===== config.mk =====
export PLATFORM = sky130hd
export DESIGN_NAME = ro_meas_counter
export DESIGN_NICKNAME = d
export VERILOG_FILES = /design/src/rtl/ro_meas_counter.sv
export SDC_FILE = /design/constraint.sdc
export NUM_CORES = 1
export LEC_CHECK = 0
export CAP_MARGIN = 40
export CORE_ASPECT_RATIO = 1.75
export CORE_UTILIZATION = 50
export DETAILED_ROUTE_END_ITERATION = 10
export PLACE_DENSITY = 0.75
export SETUP_SLACK_MARGIN = 0.02
export SKIP_LAST_GASP = 1
export SLEW_MARGIN = 20
export SYNTH_ARGS = -nofsm -noshare
export SYNTH_HDL_FRONTEND = slang
export SYNTH_SLANG_ARGS = --single-unit
export TNS_END_PERCENT = 10

===== constraint.sdc =====
create_clock -name wb_clk_i -period 1.95 [get_ports wb_clk_i]
set_input_delay 0.39 -clock wb_clk_i [delete_from_list [all_inputs] [get_ports wb_clk_i]]
set_output_delay 0.39 -clock wb_clk_i [all_outputs]
set_load 0.005 [all_outputs]

===== src/rtl/ro_meas_counter.sv =====
// Ring-oscillator channel mux with synchronised pad output and gated rising-edge
// frequency counter (single-shot or continuous).
module ro_meas_counter #(
   parameter int N_CH   = 16,
   parameter int SEL_W  = $clog2(N_CH),
   parameter int GATE_W = 16,
   parameter int CNT_W  = 24,
   parameter int SETTLE = 4
) (
   input  logic              wb_clk_i,
   input  logic              rst_n,
   input  logic [N_CH-1:0]   ro_in,
   input  logic [SEL_W-1:0]  sel,
   input  logic [GATE_W-1:0] gate_cycles,
   input  logic              cont,
   input  logic              start,
   input  logic              abort,
   output logic              busy,
   output logic              done,
   output logic [CNT_W-1:0]  count,
   output logic              overflow,
   output logic              ro_out
);

   // state    | meaning
   // S_IDLE   | waiting for start, config may change freely
   // S_SETTLE | flushing synchroniser after channel switch
   // S_GATE   | counting rising edges for gate_q cycles
   // S_DONE   | dead cycle, result is published at the following edge
   typedef enum logic [1:0] {S_IDLE, S_SETTLE, S_GATE, S_DONE} state_t;

   localparam logic [GATE_W-1:0] SETTLE_LD = GATE_W'(SETTLE - 1);
   localparam logic [CNT_W-1:0]  ACC_MAX   = {CNT_W{1'b1}};

   state_t            state_q, state_d;
   logic [SEL_W-1:0]  sel_q, sel_d;
   logic [GATE_W-1:0] gate_q, gate_d;
   logic              cont_q, cont_d;
   logic [GATE_W-1:0] tmr_q, tmr_d;
   logic [CNT_W-1:0]  acc_q, acc_d;
   logic              acc_ovf_q, acc_ovf_d;
   logic [CNT_W-1:0]  count_q, count_d;
   logic              ovf_q, ovf_d;
   logic              done_q, done_d;
   logic              sync1_q, sync1_d;
   logic              sync2_q, sync2_d;
   logic              prev_q, prev_d;
   logic              ro_sel;
   logic              rise;

   always_comb begin
      ro_sel = ro_in[0];
      if (int'(sel_q) < N_CH) ro_sel = ro_in[sel_q];
      sync1_d = ro_sel;
      sync2_d = sync1_q;
      prev_d  = sync2_q;
   end

   assign rise = sync2_q & ~prev_q;

   always_comb begin
      state_d   = state_q;
      sel_d     = sel_q;
      gate_d    = gate_q;
      cont_d    = cont_q;
      tmr_d     = tmr_q;
      acc_d     = acc_q;
      acc_ovf_d = acc_ovf_q;
      count_d   = count_q;
      ovf_d     = ovf_q;
      done_d    = 1'b0;
      if (abort) begin
         state_d = S_IDLE;
      end else begin
         case (state_q)
            S_IDLE: begin
               if (start) begin
                  sel_d   = sel;
                  gate_d  = gate_cycles;
                  cont_d  = cont;
                  tmr_d   = SETTLE_LD;
                  state_d = S_SETTLE;
               end
            end
            S_SETTLE: begin
               if (tmr_q == '0) begin
                  acc_d     = '0;
                  acc_ovf_d = 1'b0;
                  tmr_d     = gate_q - GATE_W'(1);
                  state_d   = (gate_q == '0) ? S_DONE : S_GATE;
               end else begin
                  tmr_d = tmr_q - GATE_W'(1);
               end
            end
            S_GATE: begin
               if (rise) begin
                  if (acc_q == ACC_MAX) acc_ovf_d = 1'b1;
                  else                  acc_d     = acc_q + CNT_W'(1);
               end
               if (tmr_q == '0) state_d = S_DONE;
               else             tmr_d   = tmr_q - GATE_W'(1);
            end
            S_DONE: begin
               count_d = acc_q;
               ovf_d   = acc_ovf_q;
               done_d  = 1'b1;
               if (cont_q) begin
                  acc_d     = '0;
                  acc_ovf_d = 1'b0;
                  tmr_d     = gate_q - GATE_W'(1);
                  state_d   = (gate_q == '0) ? S_DONE : S_GATE;
               end else begin
                  state_d = S_IDLE;
               end
            end
            default: state_d = S_IDLE;
         endcase
      end
   end

   always_ff @(posedge wb_clk_i or negedge rst_n) begin
      if (!rst_n) begin
         state_q   <= S_IDLE;
         sel_q     <= '0;
         gate_q    <= '0;
         cont_q    <= 1'b0;
         tmr_q     <= '0;
         acc_q     <= '0;
         acc_ovf_q <= 1'b0;
         count_q   <= '0;
         ovf_q     <= 1'b0;
         done_q    <= 1'b0;
         sync1_q   <= 1'b0;
         sync2_q   <= 1'b0;
         prev_q    <= 1'b0;
      end else begin
         state_q   <= state_d;
         sel_q     <= sel_d;
         gate_q    <= gate_d;
         cont_q    <= cont_d;
         tmr_q     <= tmr_d;
         acc_q     <= acc_d;
         acc_ovf_q <= acc_ovf_d;
         count_q   <= count_d;
         ovf_q     <= ovf_d;
         done_q    <= done_d;
         sync1_q   <= sync1_d;
         sync2_q   <= sync2_d;
         prev_q    <= prev_d;
      end
   end

   // The published pulse trails the DONE state by one edge, so busy covers it.
   assign busy     = (state_q != S_IDLE) | done_q;
   assign done     = done_q;
   assign count    = count_q;
   assign overflow = ovf_q;
   assign ro_out   = sync2_q;

endmodule

* Word level (Yosys, flattened, before mapping)
Cells that the tools add are included. Widths: inputs -> output; s select.
Storage, ports and cells: logic and storage cells 72, flip-flop bits (word level) 93
Cells by class: muxes and demuxes 26, equality and inequality tests 14, bitwise gates (word level) 4, add/sub/neg operators 3, reduce and logical (&&, ||, !) cells 11, $lt $le $gt $ge 1
Operators with widths (count):
- $mux 24 | 4
- $pmux 24 s3 | 1
- $mux 16 | 4
- $pmux 16 s4 | 1
- $logic_not 16->1 | 2
- $sub 16x1->16 const B | 2
- $add 24x1->24 const B | 1
- $eq 24x24->1 const B | 1
- $ne 2x2->1 const B | 7
- $reduce_and 6->1 | 2
- $mux 2 | 5
- $ne 3x3->1 const B | 3
- $mux 1 | 8
- $pmux 2 s4 | 1
- $reduce_and 3->1 | 2
- $lt 4x5->1 const B | 1
- $bmux 1 s4 | 1
- $eq 2x2->1 const B | 2
- $reduce_and 4->1 | 1
- $pmux 1 s3 | 1
- $reduce_bool 3->1 | 1
- $eq 2x1->1 const B | 1
- $logic_not 2->1 | 1
- $not 1->1 | 2
- other kinds (4) | 4

* Longest topological paths before layout
depth after elaboration 5, depth in mapped cells 10, mapped depth without buffers 8

* Worst setup path before layout
OpenSTA, ideal clock, no wires.
path kind flip-flop to flip-flop, from register tmr_q[0], to register acc_q[0], setup time 0.125 ns, arrival 2.050 ns, buffers on the path 1, period minus slack after synthesis 2.176 ns, stages on the path, launching flop included 10, path slack -0.226 ns, cells stage by stage dfrtp_1 clkbuf_1 inv_1 ha_1 nor3b_1 nand4_1 or3_4 a21oi_2 nand2_2 mux2_4
On the way: word-level cells in the longest chain between the ends 3
RTL lines:
- from (decl) | RTL line 39 | logic [GATE_W-1:0] tmr_q, tmr_d;
- from (signal assigned) | RTL line 141 | tmr_q <= tmr_d;
- $logic_not 16->1 | RTL line 86 | if (tmr_q == '0) begin
- $ne 2x2->1 (no source line)
- $reduce_and 6->1 (no source line)
- to (signal assigned) | RTL line 128 | acc_q <= '0;
- to (signal assigned) | RTL line 142 | acc_q <= acc_d;
- to (decl) | RTL line 40 | logic [CNT_W-1:0] acc_q, acc_d;
No other way between the ends. A chain may end at the register's enable or synchronous reset.

* Worst setup path after layout
from register tmr_q[1], to register acc_q[3]
The elaborated chain is that of the path after synthesis.

==> metrics.md <==
| Metric | Value |
|---|---|
| Area contributors post-synth | dfrtp_1 (46%), mux2_2 (9.2%), nand2_1 (2.7%), o21ai_0 (2.7%), a22o_1 (2.3%) |
| Failing checks | setup timing |
| DP Worst Slack | -237.2 ps |
| R2r setup slk | -220 ps |
| Slew Viols, Final | 0 |
| CP arrival | 2390 ps |
| DRT iter0 DRCs | 341 |
| Routability congestion estimate | 0.9198 |
| Seq/Total Area, Yosys | 46.48% |
| H-tree Lvls | 3 |
| Leak | 0.003174 uW |
| Root buffer cell | clkbuf_16 |
| Crit end category | flip-flop |
| Slew margin rel. | 67.28% |
| Global-route wire length before repair | 22.60 mm |
| Post-Syn Instances | 484 |
| Clk_lat worst skew | 350 ps |
| Slew at the pin with the worst max-slew slack | 490.7 ps |
| PwrDens | 861.1 nW/um2 |
| # setup viols final | 42 |
| Port Buffers | 68 |
| Synthesized flop and latch total | 93 |
| Clk slew on worst S/H paths | 70 ps |
| Worst Path Class, Setup | flip-flop to flip-flop |
| Pin count of the biggest net entering global routing | 94 |
| I/O pin count | 69 |
| CP startpoint | tmr_q[1]$_DFFE_PN0P_ |
| Starting Density | 51.15% |
| Die area | 10440 um2 |
| GR Overflow Total | 0 |
| Area after DPL | 6630 um2 |
| Crit start category | flip-flop |
| Switch Pwr | 1790 uW |
| Avg Cell Area, Syn | 10.35 um2 |
| Ant diodes | 0 |
| Hold Crit Class | input port to async pin |
| Reg2Reg Depth | 9 |
| Cell accounting for the most synthesized area | dfrtp_1 |
| P_int | 4449 uW |
| Total detailed-routing wirelength | 14.37 mm |
| Run status | finished with violations |
| Post-CTS Hold Fix Bufs | 0 |
| Share of the synthesized area in the top cell type | 46.48% |
| Fmax | 0.4612 GHz |
| Hpwl dp | 10.25 mm |
| TritonCTS clock tree | done |
| Peak supply drop | 0.0007285 V |
| Post-synth design cell area | 5007 um2 |
| Fraction of layout cells with a size suffix above 1 | 35.11% |
| Switch share | 28.69% |
| Count leader, synth | dfrtp_1 |
| Routed Antenna Nets | 0 |
| Core area | 9789 um2 |
| Synth unique cells | 62 |
| Main synth FF type | dfrtp_1 |
| Initial antenna violation count | 0 |
| Combinational Power Share | 27.9% |
| Num rows | 48 |
| Router iterations before antenna repair | 5 |
| Crit Reg-Reg Startpoint | tmr_q[1]$_DFFE_PN0P_ |
| Worst R2R End | acc_q[3]$_DFFE_PN0P_ |
| Avg Vias per Cell | 6.019 |
| Final Cell Area | 7246 um2 |
| Synth Net Count | 529 |
| Num CTS Buffers | 9 |
| CTS sink count | 93 |
| Final number of hold-violating endpoints | 0 |
| Die X | 77.65 um |
| Worst Skew | 6.783 ps |
| CTS max path bufs | 2 |
| Asr flop ratio synth | 100.0% |
| Flop pwr share | 39.1% |
| Fillers | 676 |
| Post-synth EDFFs | 0 |
| Syn-to-layout area delta | 44.70% |
| Largest fanout on the critical path | 7 |
| Vias | 4713 |
| Max-cap violations | 0 |
| Nets | 698 |
| Worst setup path end | acc_q[3]$_DFFE_PN0P_ |
| Final critical-path share of the clock period | 111.2% |
| Clock share of power | 33.0% |
| RSZ-0062 raised after global routing | yes |
| Die Ht | 134.4 um |
| Top post-synthesis cells by count | dfrtp_1 (93), mux2_2 (41), nand2_1 (36) |
| Per-cell routed wire length | 18.35 um |
| Vias in the first global route | 4876 |
| Setup WS post-layout | -218.4 ps |
| Synth warnings | 0 |
| Critical Path RT | 2180 ps |
| Minimum clock period | 2168 ps |
| # DRC | 0 |
| Overall track demand over capacity in global routing | 28.14% |
[layer usage]
metal  global-route usage (%)  vias to the layer above  part of all wire, %
met1                    26.57                     2296                   33
met3                    3.946                       63                  3.6
li1                         -                     2166                    -
met4                    19.39                        0                  5.7
met2                    54.23                      188                   57
met5                        0                        -                    0
[kinds of logic after synthesis]
kind of cell	Yosys count	share of synthesized area [%]
flops	93	46.48
fa+ha+maj	4	0.9995
compound gates	128	17.29
mux	48	11.97
buf+inv	40	3.798
xor+xnor	14	2.449
simple gates	157	17.02
[worst min-delay path by stage]
stage	startpoint	endpoint	slack, ps	cells past startpoint
after CTS	rst_n	ro_out$_DFF_PN0_	110	2
final	rst_n	count[7]$_DFFE_PN0P_	80	2
after floorplan	rst_n	acc_ovf_q$_DFFE_PN0P_	90	0
after detailed placement	sync1_q$_DFF_PN0_	ro_out$_DFF_PN0_	340	0
after global placement	sync1_q$_DFF_PN0_	ro_out$_DFF_PN0_	330	0
after global routing	rst_n	count[0]$_DFFE_PN0P_	130	2
[metrics by stage]
step           setup TNS (ps)  instances  power, uW  utilization, %  hold slack, ps
3_5_place_dp            -9508        755       4062           67.73           341.3
5_1_grt                -10070        783       6491           74.02           129.7
3_3_place_gp            -6972        755       3984           67.73           331.7
4_1_cts                 -3453        777       6128           72.05           110.8
2_1_floorplan           -1883        484       3235               -           94.41
6_report                -6208        783       6239           74.02           83.08
[registers in the layout (all words and copies together) (netlist names), 2 cells and up]
signal and count:
tmr_q 16, acc_q 24, state_q 2, gate_q 16
count 24, sel_q 4
[worst max-delay path: stages, from the launching register on]
cell and delay, ps:
dfrtp_1 400, inv_2 100, ha_4 150, nor3b_4 190, nand4_1 160, or3_4 440
a21o_1 210, buf_4 180, o21ai_2 130, o21ai_1 90
[cell type report]
| type | count | area (um2) | area share, % |
|---|---|---|---|
| clock buffer | 9 | 225.2 | 3.108 |
| clock inverter | 7 | 121.4 | 1.675 |
| tap | 125 | 156.4 | 2.159 |
| timing repair buffer | 188 | 1688 | 23.29 |
| sequential | 93 | 2328 | 32.14 |
| inverter | 10 | 40.04 | 0.5526 |
| multi-input combinational | 351 | 2686 | 37.07 |
[power groups by stage]
stage          Combinational (uW)  Sequential [uW]  Clock, uW
3_5_place_dp                 1590             2470          0
3_3_place_gp                 1540             2440          0
5_1_grt                      1880             2480       2130
6_report                     1740             2440       2060
2_1_floorplan                 761             2470          0
4_1_cts                      1630             2440       2060
[repair_timing]
item                       4_1_cts  5_1_grt
pin swaps                        7        8
setup buffers                    6        5
setup endpoints to repair       43       61
cloned                           0        1
resized for setup               18       38
[cells in the final DEF, fill, tap and decap left out, types with 5 or more instances in the layout]
master	n
a21oi_1	12
a22o_1	13
a31oi_1	12
a41oi_1	5
and3_1	5
and4_1	5
buf_12	6
buf_4	105
buf_6	8
clkbuf_16	9
clkdlybuf4s50_1	66
dfrtp_1	92
inv_1	6
mux2_2	41
mux4_2	5
nand2_1	35
nand3_1	17
nand4_1	11
nor2_1	22
nor3_1	17
o21ai_0	18
o21ai_1	24
o21ai_2	5
o22ai_1	5
o31ai_1	6
xnor2_1	10
(Power assumes the default switching activity.)
==> patch (config.mk and constraints unchanged) <==
Set the parameter `GATE_W` to 14 (it was 16).
--- a/src/rtl/ro_meas_counter.sv
+++ b/src/rtl/ro_meas_counter.sv
@@ -5,3 +5,3 @@
    parameter int SEL_W  = $clog2(N_CH),
-   parameter int GATE_W = 16,
+   parameter int GATE_W = 14,
    parameter int CNT_W  = 24,
Ports: changed (resized gate_cycles); port bits go from 69 to 67. The function was not compared with the original's and may differ.
==> patch against the unedited design <==
The run still ends with setup timing left. Setup slack lost 0.52 ns. Clock skew shrank 0.0015 ns. Final area shrank 4.3%. Critical path type unchanged. Sequential cell count shrank 4. Worst hold slack gained 0.27 ns. Final cell count shrank 0.89%. Global-route usage grew 0.88 points. Routed wire length is the same. Total power grew 15%. Synthesized area shrank 2.4%.
==> patch: results (changes against the unedited design) <==
[run_status]
status = finished with violations
violations = setup timing

[grt]
grt_pass1_wl_mm = 22.74  ; +0.64%
track_usage = 0.2902  ; +0.008819
grt_max_degree = 47  ; -50%

[routing]
drtIter0Drc = 383  ; +12%

[critical_path]
crit_slowest_cell = or4_1
rr_worst_depth = 8  ; -1
worst_path_largest_cell_delay_ns = 0.50  ; +0.06 ns
cp_max_fo = 16  ; +9
reg2reg_to = acc_q[19]$_DFFE_PN0P_

[timing]
max_slew_margin = 0.6395  ; -0.03338
setup_ws_ns = -0.7401  ; -0.5218 ns
setup_viol = 42  ; unchanged

[placement]
dpl.hpwl_mm = 10.84  ; +5.7%
postPlaceCellArea_sq_um = 6548  ; -1.2%
gp_congestion = 0.9712  ; +5.6%

[synthesis]
synth_cell_types = 61  ; -1.6%
synthesis.nets = 524  ; -0.95%
yosys-top-cells-area = dfrtp_1 (46%), mux2_2 (9.0%), or4_1 (3.4%)
synth_compound_area_frac = 0.1523  ; -0.02058
synth_xor_area_frac = 0.01971  ; -0.004774
muxShareOfSynthArea = 0.1190  ; -0.0006425

[cells_and_area]
nFillCells = 664  ; -1.8%
final_nets = 693  ; -0.72%
layout-drive-gt1-share = 0.3073  ; -0.04372

[power]
p_leak_uw = 0.003034  ; -4.4%

[clock_network]
post_cts_resized = 1  ; -17
cts_setup_buffers = 0  ; -6

[patch: final cells by class]
type / count / area (sq um) / area share
Clock buffer: 10 / 239.0 / 0.03446
Inverter: 14 / 52.55 / 0.007577
Multi-Input combinational cell: 350 / 2546 / 0.3671
Timing Repair Buffer: 186 / 1662 / 0.2396
Tap cell: 122 / 152.6 / 0.02201
Clock inverter: 5 / 56.30 / 0.008118
Sequential cell: 89 / 2227 / 0.3211
[patch: per-stage QoR]
stage          total power, uW  std cells  worst slack (ns)  hold slack [ns]
2_1_floorplan             3935        481           -0.8709          0.09441
3_3_place_gp              5212        758           -0.6664           0.3128
3_5_place_dp              5347        758           -0.7766           0.3219
4_1_cts                   7103        775           -0.7506           0.3580
5_1_grt                   7538        776           -0.8212           0.3702
6_report                  7168        776           -0.7401           0.3528
[patch: routing by layer]
layer,vias up,wire [um],global-route usage
li1,2188,-,-
met1,2357,4738,0.2760
met2,253,7877,0.5357
met3,79,713,0.05034
met4,0,1041,0.2286
met5,-,0,0
[patch: where the power goes]
part	internal, uW	switching (uW)	total (uW)
logic	1470	1230	2700
registers	2360	365	2720
clock network	1020	725	1740
total	4850	2320	7170
[patch: how the worst max path moves through the flow]
stage | end | slack (ns) | cells past startpoint
3_5_place_dp | acc_q[7]$_DFFE_PN0P_ | -0.78 | 8
4_1_cts | acc_q[19]$_DFFE_PN0P_ | -0.75 | 8
6_report | acc_q[19]$_DFFE_PN0P_ | -0.74 | 8
2_1_floorplan | acc_q[8]$_DFFE_PN0P_ | -0.87 | 10
3_3_place_gp | acc_q[19]$_DFFE_PN0P_ | -0.67 | 8
5_1_grt | acc_q[21]$_DFFE_PN0P_ | -0.82 | 8
